--- config.mk ---
export PLATFORM = sky130hd
export DESIGN_NAME = demosaic_window_ctrl
export DESIGN_NICKNAME = d
export VERILOG_FILES = /design/src/rtl/demosaic_window_ctrl_pkg.sv /design/src/rtl/demosaic_pos_counter.sv /design/src/rtl/demosaic_window_ctrl.sv
export SDC_FILE = /design/constraint.sdc
export NUM_CORES = 1
export LEC_CHECK = 0
export BUFFER_PORTS_ARGS = -buffer_cell sky130_fd_sc_hd__buf_2
export CAP_MARGIN = 40
export CORE_MARGIN = 1.5
export CORE_UTILIZATION = 32
export CTS_CLUSTER_SIZE = 8
export DETAILED_ROUTE_END_ITERATION = 8
export PLACE_DENSITY = 0.52
export SLEW_MARGIN = 25
export SYNTH_ARGS = -nofsm -noshare
export SYNTH_HDL_FRONTEND = slang
export SYNTH_HIERARCHICAL = 1
export SYNTH_SLANG_ARGS = --single-unit
--- constraint.sdc ---
create_clock -name clk -period 2.5 [get_ports clk]
set_clock_uncertainty 0.2 [all_clocks]
set_input_delay 0.375 -clock clk [delete_from_list [all_inputs] [get_ports clk]]
set_output_delay 0.375 -clock clk [all_outputs]
set_load 0.05 [all_outputs]
--- src/rtl/demosaic_window_ctrl_pkg.sv ---
// Shared types for the demosaic window controller: FSM encoding, Bayer
// colour codes and the tag that travels with each 3x3 window.
package demosaic_window_ctrl_pkg;

    localparam int COORD_W = 12;

    typedef enum logic [1:0] {
        ST_IDLE   = 2'd0,
        ST_ACTIVE = 2'd1,
        ST_FLUSH  = 2'd2
    } state_t;

    typedef enum logic [1:0] {
        BAYER_R  = 2'd0,
        BAYER_GR = 2'd1,
        BAYER_GB = 2'd2,
        BAYER_B  = 2'd3
    } bayer_t;

    // Position and framing information registered alongside win_valid.
    typedef struct packed {
        logic [COORD_W-1:0] cx;
        logic [COORD_W-1:0] cy;
        logic [1:0]         phase;
        logic               sof;
        logic               eol;
        logic               eof;
    } win_tag_t;

    // The colour at (x,y) flips between R/Gr or Gb/B with column parity
    // and between the two rows with row parity, so XOR with the origin colour.
    function automatic logic [1:0] bayer_phase(input logic [1:0]         base,
                                               input logic [COORD_W-1:0] cx,
                                               input logic [COORD_W-1:0] cy);
        return base ^ {cy[0], cx[0]};
    endfunction

endpackage

--- src/rtl/demosaic_pos_counter.sv ---
// Column/row position counter for a raster of IMG_W x IMG_H pixels.
// 'start' accepts pixel (0,0) and points at (1,0); 'advance' steps past
// the current pixel, wrapping at line and frame ends.
module demosaic_pos_counter
    import demosaic_window_ctrl_pkg::*;
#(
    parameter int IMG_W = 640,
    parameter int IMG_H = 480
) (
    input  logic               clk,
    input  logic               rst,
    input  logic               start,
    input  logic               advance,
    output logic [COORD_W-1:0] col,
    output logic [COORD_W-1:0] row,
    output logic               frame_last
);

    logic col_last;
    logic row_last;

    assign col_last   = (col == COORD_W'(IMG_W - 1));
    assign row_last   = (row == COORD_W'(IMG_H - 1));
    assign frame_last = col_last && row_last;

    // Position update: restart wins over a normal step; the last pixel of
    // the frame wraps both coordinates back to the origin.
    always_ff @(posedge clk or posedge rst) begin
        if (rst) begin
            col <= '0;
            row <= '0;
        end else if (start) begin
            // NOTE: sequential state uses <= so every flop samples the
            // pre-edge values regardless of statement order.
            col <= COORD_W'(1);
            row <= '0;
        end else if (advance) begin
            if (col_last) begin
                col <= '0;
                row <= row_last ? '0 : row + COORD_W'(1);
            end else begin
                col <= col + COORD_W'(1);
            end
        end
    end

endmodule

--- src/rtl/demosaic_window_ctrl.sv ---
// Control for a 3x3 demosaic window: decides when the window shift
// registers move, tracks the frame position and flags each window whose
// centre is an interior pixel together with its coordinates and colour.
module demosaic_window_ctrl
    import demosaic_window_ctrl_pkg::*;
#(
    parameter int         IMG_W = 640,
    parameter int         IMG_H = 480,
    parameter logic [1:0] BAYER = 2'd0
) (
    input  logic               clk,
    input  logic               rst,
    input  logic               in_valid,
    input  logic               in_sof,
    output logic               shift_en,
    output logic               win_valid,
    output logic [COORD_W-1:0] center_x,
    output logic [COORD_W-1:0] center_y,
    output logic [1:0]         phase,
    output logic               out_sof,
    output logic               out_eol,
    output logic               out_eof,
    output logic               busy,
    output logic               err_sof
);

    state_t             state;
    win_tag_t           tag;
    logic [COORD_W-1:0] col;
    logic [COORD_W-1:0] row;
    logic               frame_last;
    logic               cnt_start;
    logic               cnt_advance;
    logic               win_fire;
    logic [COORD_W-1:0] cx_next;
    logic [COORD_W-1:0] cy_next;

    // A frame (re)starts on any sof pixel while idle or mid-frame; ordinary
    // pixels only count while a frame is active.
    assign cnt_start   = in_valid && in_sof && (state == ST_IDLE || state == ST_ACTIVE);
    assign cnt_advance = in_valid && !in_sof && (state == ST_ACTIVE);

    // The window moves on every accepted pixel, including the sof pixel.
    assign shift_en = in_valid && (state == ST_ACTIVE || (state == ST_IDLE && in_sof));

    // Once pixel (col,row) with col,row >= 2 enters, the window is centred
    // one pixel up and to the left of it.
    assign win_fire = cnt_advance && (col >= COORD_W'(2)) && (row >= COORD_W'(2));
    assign cx_next  = col - COORD_W'(1);
    assign cy_next  = row - COORD_W'(1);

    demosaic_pos_counter #(
        .IMG_W (IMG_W),
        .IMG_H (IMG_H)
    ) u_pos (
        .clk        (clk),
        .rst        (rst),
        .start      (cnt_start),
        .advance    (cnt_advance),
        .col        (col),
        .row        (row),
        .frame_last (frame_last)
    );

    // Frame FSM plus registered window outputs; the tag holds its position
    // between windows while the framing pulses clear after one cycle.
    always_ff @(posedge clk or posedge rst) begin
        if (rst) begin
            state     <= ST_IDLE;
            win_valid <= 1'b0;
            err_sof   <= 1'b0;
            tag       <= '0;
        end else begin
            win_valid <= win_fire;
            err_sof   <= in_valid && in_sof && (state == ST_ACTIVE);

            if (win_fire) begin
                tag.cx    <= cx_next;
                tag.cy    <= cy_next;
                tag.phase <= bayer_phase(BAYER, cx_next, cy_next);
                tag.sof   <= (cx_next == COORD_W'(1)) && (cy_next == COORD_W'(1));
                tag.eol   <= (cx_next == COORD_W'(IMG_W - 2));
                tag.eof   <= (cx_next == COORD_W'(IMG_W - 2)) && (cy_next == COORD_W'(IMG_H - 2));
            end else begin
                tag.sof <= 1'b0;
                tag.eol <= 1'b0;
                tag.eof <= 1'b0;
            end

            case (state)
                ST_IDLE: begin
                    if (in_valid && in_sof) state <= ST_ACTIVE;
                end
                ST_ACTIVE: begin
                    if (cnt_advance && frame_last) state <= ST_FLUSH;
                end
                ST_FLUSH: begin
                    state <= ST_IDLE;
                end
                default: begin
                    state <= ST_IDLE;
                end
            endcase
        end
    end

    assign center_x = tag.cx;
    assign center_y = tag.cy;
    assign phase    = tag.phase;
    assign out_sof  = tag.sof;
    assign out_eol  = tag.eol;
    assign out_eof  = tag.eof;
    assign busy     = (state != ST_IDLE);

endmodule

Word-level counts from Yosys, hierarchy flattened
Cells that the tools add are included.
{"block": "totals", "output_inout_bits": 33, "ram_bits": 0, "latchBits": 0, "romBits": 0, "regBits": 57, "mem_count": 0}
{"block": "op_classes", "add_sub_neg": 4, "n_shift": 0, "n_mux": 11, "div": 0, "bitwise": 0, "n_reduce_logical": 22, "n_eq_ne": 9, "n_mul": 0, "magnitude_cmp": 2}
{"cell": "12-bit 2-to-1 mux", "count": 7}
{"cell": "12-bit by 1-bit adder with 12-bit output (second input constant)", "count": 2}
{"cell": "12-bit by 1-bit == test with 1-bit output (second input constant)", "count": 2}
{"cell": "12-bit by 10-bit == test with 1-bit output (second input constant)", "count": 2}
{"cell": "12-bit by 9-bit == test with 1-bit output (second input constant)", "count": 2}
{"cell": "12-bit by 2-bit >= comparator with 1-bit output (second input constant)", "count": 2}
{"cell": "12-bit by 1-bit subtractor with 12-bit output (second input constant)", "count": 2}
{"cell": "1-bit logical AND", "count": 13}
{"cell": "2-bit nonzero test", "count": 3}
{"cell": "2-bit 2-to-1 mux", "count": 2}
{"cell": "2-bit case mux with 2 select lines", "count": 1}
{"cell": "2-bit AND reduction", "count": 2}
{"cell": "3-bit 2-to-1 mux", "count": 1}
{"cell": "2-bit by 1-bit == test with 1-bit output (second input constant)", "count": 1}
{"cell": "2-bit logical NOT", "count": 1}
{"cell": "1-bit logical OR", "count": 2}
{"cell": "2-bit by 1-bit != test with 1-bit output (second input constant)", "count": 1}
{"cell": "2-bit != test (second input constant)", "count": 1}
{"cell": "1-bit logical NOT", "count": 1}

Longest topological paths before layout
{"block": "depth", "ltp_word": 6, "ltp_mapped": 9, "ltp_nobuf": 7}

Cells and area by module
The synthesis kept the hierarchy.
{"mod": "demosaic_window_ctrl", "cells_per_inst": 223, "area_per_inst_um2": 1958.1, "instances": 1, "seq_area_each_um2": 775.7}
{"mod": "demosaic_pos_counter", "cells_per_inst": 142, "area_per_inst_um2": 1320.0, "instances": 1, "seq_area_each_um2": 600.6}

Worst setup path after synthesis
No wires, ideal clock.
{"block": "synth_path", "kind": "register to register", "from": "register u_pos.col[2]", "to": "register tag (netlist bit out_eof)", "path_stages_with_launch": 8, "n_path_buf": 2, "setup_ns": 0.096, "t_required_ns": 2.204, "slack_ns": -0.226, "arrival_time_ns": 2.430, "period_less_slack_ns": 2.726, "cell_sequence": "dfrtp_1 -> buf_6 -> or4_4 -> buf_6 -> or4_4 -> xor2_1 -> or4_4 -> nor4_2"}
{"block": "synth_between", "elab_chain_len": 4}
{"element": "start: declaration", "line_no": "demosaic_pos_counter.sv:14", "text": "output logic [COORD_W-1:0] col,"}
{"element": "start signal: assignment", "line_no": "demosaic_pos_counter.sv:42", "text": "col <= col + COORD_W'(1);"}
{"element": "12-bit by 1-bit subtractor with 12-bit output / 12-bit by 2-bit >= comparator with 1-bit output (equally long branches)", "line_no": "demosaic_window_ctrl.sv:49, demosaic_window_ctrl.sv:48"}
{"element": "12-bit by 10-bit == test with 1-bit output / 1-bit logical AND (equally long branches)", "line_no": "demosaic_window_ctrl.sv:83, demosaic_window_ctrl.sv:48"}
{"element": "1-bit logical AND, on equally long branches", "line_no": "demosaic_window_ctrl.sv:83, demosaic_window_ctrl.sv:48"}
{"element": "3-bit 2-to-1 mux *", "line_no": "demosaic_window_ctrl.sv:77", "text": "if (win_fire) begin"}
{"element": "end: declaration", "line_no": "demosaic_window_ctrl.sv:28", "text": "win_tag_t tag;"}
Every way passes the cells marked *; elsewhere a longest branch is shown, timed or not.
A chain may end at the register's enable or synchronous reset.

Final worst setup path
{"block": "layout_path", "from": "register u_pos.col[1]", "to": "register tag (netlist bit out_eof)"}
The elaborated chain is that of the path after synthesis.

==> qor.yml <==
yosys:
  synth_top_cells_by_count: "sky130_fd_sc_hd__dfrtp_1 (55), sky130_fd_sc_hd__nand2_1 (36), sky130_fd_sc_hd__o21ai_0 (36)"
  syn-num-nets: 377
  synth_cell_type_count: 52
  synthMostInstantiatedCell: "sky130_fd_sc_hd__dfrtp_1"
  yosys_register_bits: 55
  synth.yosys.warnings: 6
  mappedNetlistArea_um2: 3280
  ys.flop_type: "sky130_fd_sc_hd__dfrtp_1"
  avgSynthCellArea_um2: 8.98
  yosysTopAreaCell: "sky130_fd_sc_hd__dfrtp_1"
  share_of_the_yosys_chip_area_belonging_to_registers_pct: 42.0
  netlist_instances: 365
  share_of_flip_flops_with_an_asynchronous_set_or_reset_after_synthesis_pct: 100
  count_of_flip_flops_with_a_built_in_enable_after_synthesis: 0
  ys_top_cells_by_area: "sky130_fd_sc_hd__dfrtp_1 (42%), sky130_fd_sc_hd__o21ai_0 (5.5%), sky130_fd_sc_hd__xnor2_1 (4.8%)"
  synth_largest_type_area_fraction_pct: 42.0
worst_setup_path:
  critical-path-top-delay-family: "simple AND/OR/NAND/NOR gates"
  crit_path_cell_trace: "or4_4 -> or4_4 -> xor2_1 -> or4_4 -> nor4_2"
  number_of_gates_on_the_worst_path_with_buffers_counted: 5
  timing.critical_path.arrival_ns: 2.46
  setup.worst_path.start_class: "register"
  critPathMaxFanout: 7
  worst_setup_path_end_kind: "register"
  worst_setup_path_type: "reg2reg"
  cp.required_ns: 2.52
  worst_path_max_delay_cell: "sky130_fd_sc_hd__or4_4"
  worst_setup_path_startpoint: "u_pos/col[1]$_DFFE_PP0P_"
  crit_path_max_incr_delay_ns: 0.51
  cp_dominant_cell_by_count: "sky130_fd_sc_hd__or4_4"
  critical_path_buf_inv_count: 0
  r2r_cells: 5
  worstReg2RegStart: "u_pos/col[1]$_DFFE_PP0P_"
sta:
  setup_violations: 0
  report.final.slew_viol_count: 0
  worstMarginPinSlew_ns: 0.530
  timing.final.hold_violations: 0
  max_freq_ghz: 0.410
  part_of_the_cycle_the_worst_path_needs_pct: 97.5
  rsz_0062_raised_after_global_routing: "true"
  period_needed_ns: 2.44
  slew_headroom_pct: 64.6
  fin_tns_setup_ns: 0
clock_tree:
  root_buffer: "sky130_fd_sc_hd__clkbuf_8"
  tritoncts_num_sinks: 55
  cts_inserted_buffers: 5
  buffers_from_clock_root_to_sink_at_most: 2
  clock_tree_from_tritoncts: "yes"
  h_tree_depth: 2
  clock_insertion_delay_worst_skew_ns: 0.31
  path_clk_slew_ns: 0.10
detailed_routing:
  avgViaCountPerCell: 5.14
  wirelength_um: 8100
  drt_drc_violations_left: 0
  ant_nets: 0
  dr_total_vias: 2966
  drt_iter0_drc: 154
  drt_pre_antenna_iters: 4
  wl_per_cell_um: 14.0
finish:
  synthToLayoutAreaGrowth_pct: 25.7
  layout.nets: 455
  n_antenna_cell: 0
  layout.cell_area.non_filler_um2: 4120
  layout-drive-gt1-share_pct: 30.2
  layout.cells.non_filler: 577
floorplan:
  rows: 36
  core_region_area_um2: 9860
  starting_density_of_the_core_pct: 33.2
  num_io_pins: 37
  die_height_um: 104
  die_area_um2: 10900
  chipWidth_um: 104
hold_path:
  min-delay-path-class: "in2reg"
  timing.hold.worst.start: "in_sof"
  worst_hold_path.num_cells: 2
placed_design:
  globalplace.congestion: 0.880
  post_dp_cell_area_um2: 3960
  place_hpwl_um: 6210
  place.port_buffers: 36
  dp.cells: 567
grt:
  grt_pass1_wl_um: 13400
  global_route.usage.total_pct: 15.2
  grt_max_degree: 39
  grt_pass1_vias: 2725
  grt.overflow.total: 0
  antenna_violations_before_repair: 0
power_and_ir_drop:
  static-leakage-power_nw: 1.91
  powerDensity_nw_per_um2: 441
  peak_supply_drop_mv: 0.232
flow_run:
  maxCapViolations: 0
run_status:
  status: "complete, no violations"
==> timing repair <==
| action | in CTS | in global routing |
|---|---|---|
| setup endpoints to repair | 0 | 6 |
| resized for setup | 0 | 11 |
| endpoints found under the hold margin | 43 | 0 |
| setup buffers | 0 | 1 |
| hold buffers | 1 | 0 |
==> layout by cell type, fill, tap and decap left out, types with 3 or more instances in the layout <==
cell,count
sky130_fd_sc_hd__buf_4,54
sky130_fd_sc_hd__dfrtp_1,51
sky130_fd_sc_hd__nand2_1,36
sky130_fd_sc_hd__o21ai_0,36
sky130_fd_sc_hd__buf_2,36
sky130_fd_sc_hd__nor2_1,21
sky130_fd_sc_hd__xnor2_1,18
sky130_fd_sc_hd__a21oi_1,15
sky130_fd_sc_hd__inv_1,14
sky130_fd_sc_hd__nor3_1,13
sky130_fd_sc_hd__nor4_1,11
sky130_fd_sc_hd__or4_1,7
sky130_fd_sc_hd__nand2b_1,7
sky130_fd_sc_hd__nand3_1,7
sky130_fd_sc_hd__ha_1,7
sky130_fd_sc_hd__o211ai_1,6
sky130_fd_sc_hd__or2_2,6
sky130_fd_sc_hd__or4_4,6
sky130_fd_sc_hd__xor2_1,6
sky130_fd_sc_hd__nand4_1,6
sky130_fd_sc_hd__nor2b_1,5
sky130_fd_sc_hd__or3_1,5
sky130_fd_sc_hd__clkbuf_8,5
sky130_fd_sc_hd__nand4b_1,4
sky130_fd_sc_hd__a22o_1,4
sky130_fd_sc_hd__o31ai_1,4
sky130_fd_sc_hd__dfrtp_2,4
sky130_fd_sc_hd__and2_1,3
sky130_fd_sc_hd__mux2_2,3
sky130_fd_sc_hd__o21a_1,3
sky130_fd_sc_hd__or3b_2,3
sky130_fd_sc_hd__and3_1,3
==> flip-flops by register name, indices dropped and copies added, names as in the netlist, 2 cells and up <==
name / cells
u_pos/row: 12
u_pos/col: 12
state: 2
center_x: 12
center_y: 12
==> worst paths after layout <==
check / endpoint / slack, ns
setup / recovery: out_eof$_DFF_PP0_ / 0.06
setup reg to reg: out_eof$_DFF_PP0_ / 0.06
min in group asynchronous: u_pos/row[11]$_DFFE_PP0P_ / 0.44
hold reg to reg: center_y[11]$_DFFE_PP0P_ / 0.28
hold / removal: err_sof$_DFF_PP0_ / 0.15
max in group asynchronous: u_pos/col[1]$_DFFE_PP0P_ / 1.09
==> cell families after synthesis <==
family,after synthesis,synth area share (%)
flops,55,42.0
simple gates,158,27.4
xor+xnor,24,6.41
buf+inv,36,5.08
compound gates,81,15.0
mux,3,1.03
fa+ha+maj,8,3.05
==> through the flow <==
stage	setup WS (ns)	utilization [%]	power (mW)	hold slack (ns)
6_report	0.0626	41.8	1.82	0.148
5_1_grt	-0.00310	41.8	1.92	0.156
4_1_cts	0.00482	41.3	1.83	0.137
3_5_place_dp	0.0180	40.1	1.22	0.258
3_3_place_gp	0.0758	40.1	1.23	0.257
2_1_floorplan	-0.0967	-	1.12	0.189
==> routing by layer <==
layer | wire [um] | share of wire [%] | track usage [%]
met5 | 0 | 0 | 0
met1 | 3950 | 49 | 21.4
met4 | 148 | 1.8 | 5.56
met2 | 3710 | 46 | 23.9
met3 | 290 | 3.6 | 1.75
==> cell type report <==
| type | instances | area (um^2) |
|---|---|---|
| fillers | 1005 | 5740 |
| multi-input cells | 274 | 1790 |
| flip-flops and latches | 55 | 1380 |
| repair buffers | 92 | 616 |
| well taps | 133 | 166 |
| clock buffers | 5 | 68.8 |
| inverters | 15 | 56.3 |
| clock inverters | 3 | 43.8 |
==> where the power goes <==
group	internal, mW	switching, mW
logic	0.138	0.166
clock network	0.299	0.300
registers	0.901	0.0119
total	1.34	0.479
==> worst reg2reg max path, cell delays in order (launching register included) <==
cell and delay, ns:
sky130_fd_sc_hd__dfrtp_2 0.47, sky130_fd_sc_hd__or4_4 0.51, sky130_fd_sc_hd__or4_4 0.42, sky130_fd_sc_hd__xor2_1 0.17
sky130_fd_sc_hd__or4_4 0.43, sky130_fd_sc_hd__nor4_2 0.15
Note: power is estimated with default switching activity, not from simulation.
